**src/rtl/mcp3201_reader.sv**
```systemverilog
// mcp3201_reader: SPI master that reads one 12-bit MCP3201 conversion per trigger,
// rejects frames whose null bit is set, and publishes good words with a valid strobe.
module mcp3201_reader #(
  parameter int CLKDIV = 4,
  parameter int CSHIGH = 8
) (
  input  logic        CLK,
  input  logic        i_resetn,
  input  logic        i_trig,
  input  logic        i_MISO,
  output logic        o_SPICLK,
  output logic        o_CS,
  output logic [11:0] o_data,
  output logic        o_valid,
  output logic        o_nullerr,
  output logic        o_busy,
  output logic [7:0]  o_missed
);

  typedef enum logic [2:0] {IDLE, LEAD, HIGH, LOW, GAP} stateT;

  localparam logic [7:0] divLast = 8'(CLKDIV - 1);
  localparam logic [7:0] gapLast = 8'(CSHIGH - 1);
  localparam logic [3:0] bitLast = 4'd14;

  stateT       state, stateNext;
  logic [7:0]  divCnt, divCntNext;
  logic [3:0]  bitCnt, bitCntNext;
  // Only the newest 13 samples (null bit + B11..B0) matter; the two lead-in samples fall off the top.
  logic [12:0] shiftReg, shiftNext;
  logic        publish;

  // Next-state logic: every SCLK rising edge is the edge that enters HIGH, so MISO is shifted in there.
  always_comb begin
    stateNext  = state;
    divCntNext = divCnt + 8'd1;
    bitCntNext = bitCnt;
    shiftNext  = shiftReg;
    publish    = 1'b0;
    case (state)
      IDLE: begin
        divCntNext = 8'd0;
        if (i_trig) begin
          stateNext  = LEAD;
          bitCntNext = 4'd0;
          shiftNext  = 13'd0;
        end
      end
      LEAD: begin
        if (divCnt == divLast) begin
          stateNext  = HIGH;
          divCntNext = 8'd0;
          shiftNext  = {shiftReg[11:0], i_MISO};
        end
      end
      HIGH: begin
        if (divCnt == divLast) begin
          stateNext  = LOW;
          divCntNext = 8'd0;
        end
      end
      LOW: begin
        if (divCnt == divLast) begin
          divCntNext = 8'd0;
          if (bitCnt < bitLast) begin
            stateNext  = HIGH;
            bitCntNext = bitCnt + 4'd1;
            shiftNext  = {shiftReg[11:0], i_MISO};
          end else begin
            stateNext = GAP;
            publish   = 1'b1;
          end
        end
      end
      GAP: begin
        if (divCnt == gapLast) begin
          stateNext  = IDLE;
          divCntNext = 8'd0;
        end
      end
      default: begin
        stateNext  = IDLE;
        divCntNext = 8'd0;
      end
    endcase
  end

  // State and output registers; outputs follow the next state so they change on the same edge as the FSM.
  always_ff @(posedge CLK) begin
    if (!i_resetn) begin
      state     <= IDLE;
      divCnt    <= 8'd0;
      bitCnt    <= 4'd0;
      shiftReg  <= 13'd0;
      o_CS      <= 1'b1;
      o_SPICLK  <= 1'b0;
      o_data    <= 12'd0;
      o_valid   <= 1'b0;
      o_nullerr <= 1'b0;
      o_busy    <= 1'b0;
      o_missed  <= 8'd0;
    end else begin
      state     <= stateNext;
      divCnt    <= divCntNext;
      bitCnt    <= bitCntNext;
      shiftReg  <= shiftNext;
      o_CS      <= (stateNext == IDLE) || (stateNext == GAP);
      o_SPICLK  <= (stateNext == HIGH);
      o_busy    <= (stateNext != IDLE);
      o_valid   <= publish && !shiftReg[12];
      o_nullerr <= publish && shiftReg[12];
      if (publish && !shiftReg[12]) begin
        o_data <= shiftReg[11:0];
      end
      if (o_busy && i_trig && (o_missed != 8'hFF)) begin
        o_missed <= o_missed + 8'd1;
      end
    end
  end

endmodule
```
**config.mk**
```make
export PLATFORM = sky130hd
export DESIGN_NAME = mcp3201_reader
export DESIGN_NICKNAME = d
export VERILOG_FILES = /design/src/rtl/mcp3201_reader.sv
export SDC_FILE = /design/constraint.sdc
export NUM_CORES = 1
export LEC_CHECK = 0
export ABC_AREA = 1
export BUFFER_PORTS_ARGS = -buffer_cell sky130_fd_sc_hd__buf_2
export CORE_ASPECT_RATIO = 0.6
export CORE_MARGIN = 2
export CORE_UTILIZATION = 45
export CTS_BUF_LIST = sky130_fd_sc_hd__clkbuf_16
export DETAILED_ROUTE_END_ITERATION = 10
export PLACE_DENSITY = 0.67
export RECOVER_POWER = 100
export SLEW_MARGIN = 20
export SYNTH_ARGS = -nofsm -noshare
export SYNTH_HDL_FRONTEND = slang
export SYNTH_SLANG_ARGS = --single-unit
```
**constraint.sdc**
```tcl
create_clock -name CLK -period 1.3 [get_ports CLK]
set_input_delay 0.26 -clock CLK [delete_from_list [all_inputs] [get_ports CLK]]
set_output_delay 0.26 -clock CLK [all_outputs]
set_load 0.1 [all_outputs]
```
; ---- Yosys cells after proc, flatten, opt, wreduce, memory -nomap -nowiden
; Cells that the tools add are included.
; W data, S select, Z words.
[totals]
ff_bits = 53
output_inout_bits = 25
elab_cells = 64
[op_classes]
add_sub_neg = 3
order_cmp = 1
n_eq_ne = 13
muxes = 22
n_reduce_logical = 14
[ops]
columns = op, count
row1 = $mux W13, 4
row2 = $pmux W13 S3, 1
row3 = $mux W3, 6
row4 = $add A8 B1 Y8 const B, 2
row5 = $mux W8, 2
row6 = $pmux W8 S2, 1
row7 = $pmux W3 S5, 1
row8 = $mux W4, 3
row9 = $eq A3 B2 Y1 const B, 3
row10 = $eq A8 B2 Y1 const B, 1
row11 = $eq A8 B3 Y1 const B, 1
row12 = $ne A2 B2 Y1 const B, 4
row13 = $ne A8 B8 Y1 const B, 1
row14 = $pmux W4 S2, 1
row15 = $eq A3 B3 Y1 const B, 2
row16 = $logic_not A3 Y1, 2
row17 = $reduce_bool A3 Y1, 2
row18 = $reduce_and A5 Y1, 1
row19 = $add A4 B1 Y4 const B, 1
row20 = $logic_and A1 B1 Y1, 4
row21 = $lt A4 B4 Y1 const B, 1
row22 = $reduce_and A4 Y1, 1
row23 = $eq A3 B1 Y1 const B, 1
row24 = $mux W1, 3
row25 = 4 further kinds, 4

; ---- Logic depth before layout (Yosys ltp)
[depth]
ltp_word = 6
ltp_mapped = 9

; ---- Worst setup path after synthesis
; Ideal clock, no wire load.
[synth_path]
path_kind = flip-flop to flip-flop
startpoint = reg o_missed[0]
endpoint = reg o_missed[1]
arrival_time_ns = 2.113
t_required_ns = 1.183
setup_slack_ns = -0.930
stages_incl_launch_ff = 9
n_path_buf = 0
synth_period_minus_slack_ns = 2.230
cell_sequence = dfxtp_1 ha_1 nand2_1 nor2_1 nand3_1 nand2_1 inv_1 nor2_1 nor2_1
[synth_between]
elab_chain_cells = 2
elab_cells_between_ends = 3
classes_between = 1 x add/sub / 1 x eq/ne / 1 x reduce/logical
[synth_lines]
columns = item, line
row1 = from (decl), 17  ; output logic [7:0] o_missed
row2 = from (signal assigned), 116  ; o_missed <= o_missed + 8'd1;
row3 = "parallel branches: the longest is 2 deep, another holds $add A8 B1 Y8", --
; Parallel ways; which one is timed is not known.
; A chain may end at the register's enable or synchronous reset.

; ---- Worst setup path after layout
[layout_path]
startpoint = reg divCnt[1]
endpoint = reg shiftReg[3]
[layout_between]
elab_chain_cells = 3
elab_cells_between_ends = 4
classes_between = 3 x eq/ne / 1 x reduce/logical
[layout_lines]
columns = item, line
row1 = from (decl), 27  ; logic [7:0] divCnt, divCntNext;
row2 = from (signal assigned), 104  ; divCnt <= divCntNext;
row3 = $eq A8 B2 Y1 *, "50, 63"
row4 = $ne A2 B2 Y1 (no source line), --
row5 = $reduce_and A5 Y1 (no source line) *, --
row6 = to (signal assigned), 106  ; shiftReg <= shiftNext;
row7 = to (decl), 30  ; logic [12:0] shiftReg, shiftNext;
; Every way passes the cells marked *; elsewhere a longest branch is shown, timed or not.

==> reports/qor.csv <==
metric;value;unit
fillers;467;
drtAntennaViolNets;0;
boundaryPins;29;
synth_common_cells;101 x nand2_1, 63 x nor2_1, 53 x dfxtp_1;
yosys.area.top_type;dfxtp_1;
grt_use_total;22.13;%
cts_sinks;53;
area_growth;40.80;%
relSlewSlack;67.68;%
coreArea;5492;um^2
die_w;100.5;um
dieArea;6222;um^2
hold_violations;0;
via_per_inst;5.006;
rows;21;
clockRootBuffer;clkbuf_16;
cp-startpoint;divCnt[1];
synth_area_leaders;dfxtp_1 42%, nand2_1 15%, nor2_1 9.4%;
clk_pin_slew;0.07;ns
finalClockSkew;0.005523;ns
async_flop_share;0;%
cp-start-kind;flip-flop;
drv_slew;0;
die_h;61.91;um
post-place-cells;478;
cp_slowest_stage_delay;0.36;ns
vdd_drop_max;0.0006068;V
wl_per_cell;13.35;um
syn_avg_cell_area;6.909;um^2
drt_iter0_markers;222;
dpl.hpwl;3.817;mm
cts_made_buffers;5;
insertion_delay;0.29;ns
synth.distinct_cells;29;
floorplan.initialDensity;45.80;%
setup_tns;-2.916;ns
worst_hold_startpoint;i_MISO;
setup_ws;-0.1438;ns
netlist_area;2515;um^2
synth_fp_nets;371;
critPathMostFrequentCell;nand3_2;
required;1.48;ns
rsz0062_at_grt;true;
insertedDiodeCount;0;
fin_crit_sh;111.1;%
power_density;1057;nW/um^2
synthCells;364;
tightestPinTransition;0.4882;ns
dr.pass1.iters;6;
path_cells;ha_4, inv_2, nor2_4, nand3_2, nand2_4, buf_12, buf_16, nand3_2, nand2_1, nor2_1;
status;finished with violations;
drt-total-wl;6.674;mm
end_kind;flip-flop;
max_cap_viol_count;0;
cts_tree;built;
max_freq;692.6;MHz
r2r-start;divCnt[1];
numPortBuffers;28;
final_cells;500;
cp_data_arrival_time;1.63;ns
antenna_found_initial;0;
setup_viol;39;
min_period;1.444;ns
grt_max_degree;26;
grt_pass1_wl;10.63;mm
h-tree-depth;2;
leakage;1.673;nW
violations;negative setup slack;
path_max_fanout;6;
fin_util;64.48;%
synth_edf_count;0;
vias;2503;
holdCritPathClass;in2reg;
yosysMostFrequentCell;nand2_1;
critPathKind;reg2reg;
grt_overflow;0;
pre_cts_slack;-0.1628;ns
first_global_vias;2259;
drive_above_1_share;32.48;%
nets;437;
ys_seq_area_share;42.19;%
ys.flop_type;dfxtp_1;
drc;0;
synth-seq-cells;53;
total_power;3.741;mW
critPathSlowestCell;dfxtp_2;
gp_congestion;0.8692;
ctsLongestPathBuffers;2;
synth_top_area_share;42.19;%
ys_warn_count;0;
layout by cell type (no fill, tap or decap), drive strengths merged:
cell type  instances
a21oi             22
and3               1
buf               60
bufinv             1
clkbuf            14
clkinv             1
dfxtp             53
ha                 3
inv               42
nand2            109
nand3             33
nand3b             2
nand4              6
nor2              65
nor3               2
nor3b              1
o211ai             1
o21ai              5
o21bai             1
xnor2              2
xor2               7
layer usage:
layer | track usage, % | part of all wire [%] | up-vias
li1 | - | - | 1273
met1 | 29.18 | 45 | 1125
met2 | 37.78 | 46 | 91
met3 | 4.027 | 6.7 | 14
met4 | 7.436 | 2.3 | 0
met5 | 0 | 0 | -
worst max-delay path: cells and delay by family, from the launching register on:
family / cells / cell delay [ns]
fa+ha+maj: 1 / 0.16
buf+inv: 3 / 0.27
flops: 1 / 0.36
simple gates: 6 / 0.56
cell type report:
| type | instances | area [um^2] | area share [%] |
|---|---|---|---|
| Tap cell | 69 | 86.33 | 2.438 |
| Inverter | 42 | 157.7 | 4.452 |
| Multi-Input combinational cell | 260 | 1410 | 39.82 |
| Sequential cell | 53 | 1094 | 30.88 |
| Clock inverter | 2 | 35.03 | 0.9894 |
| Timing Repair Buffer | 68 | 608.1 | 17.17 |
| Clock buffer | 6 | 150.1 | 4.240 |
per-stage QoR:
step / instance area (um^2) / hold slack, ns
final: 3541 / 0.3277
after global routing: 3541 / 0.3551
after CTS: 3745 / 0.3276
after detailed placement: 3301 / 0.4861
after floorplan: 2575 / 0.4203
after global placement: 3301 / 0.4535
power breakdown:
part	internal [mW]	switching (mW)	total, mW	leakage, nW
combinational	0.161	0.260	0.421	1.14
clock	1.02	0.597	1.62	0.0920
sequential	1.66	0.0407	1.70	0.439
repair_timing:
action	4_1_cts	5_1_grt
buffers inserted	9	1
pin swaps	8	11
gates resized for setup	28	20
endpoints found under the setup margin	40	52
gates cloned	4	1
hold buffers	0	0
worst paths after layout:
check / end / slack (ns) / cells after the start
max: shiftReg[3] / -0.14 / 10
max reg2reg: shiftReg[3] / -0.14 / 10
min: shiftReg[0] / 0.33 / 5
min reg2reg: o_data[0] / 0.51 / 2
kinds of logic after synthesis:
kind of cell,synth area share (%)
AND/OR/NAND/NOR,37.41
buffers and inverters,9.651
flip-flops,42.19
AO/OA/AOI/OAI,6.119
XOR/XNOR,3.135
adder cells (fa/ha/maj),1.493
registers in the layout, summed over array words and instances, names as in the netlist:
register,count
bitCnt,4
divCnt,8
o_CS,1
o_SPICLK,1
o_busy,1
o_data,12
o_missed,8
o_nullerr,1
o_valid,1
shiftReg,13
state,3
Note: power is estimated with default switching activity, not from simulation.
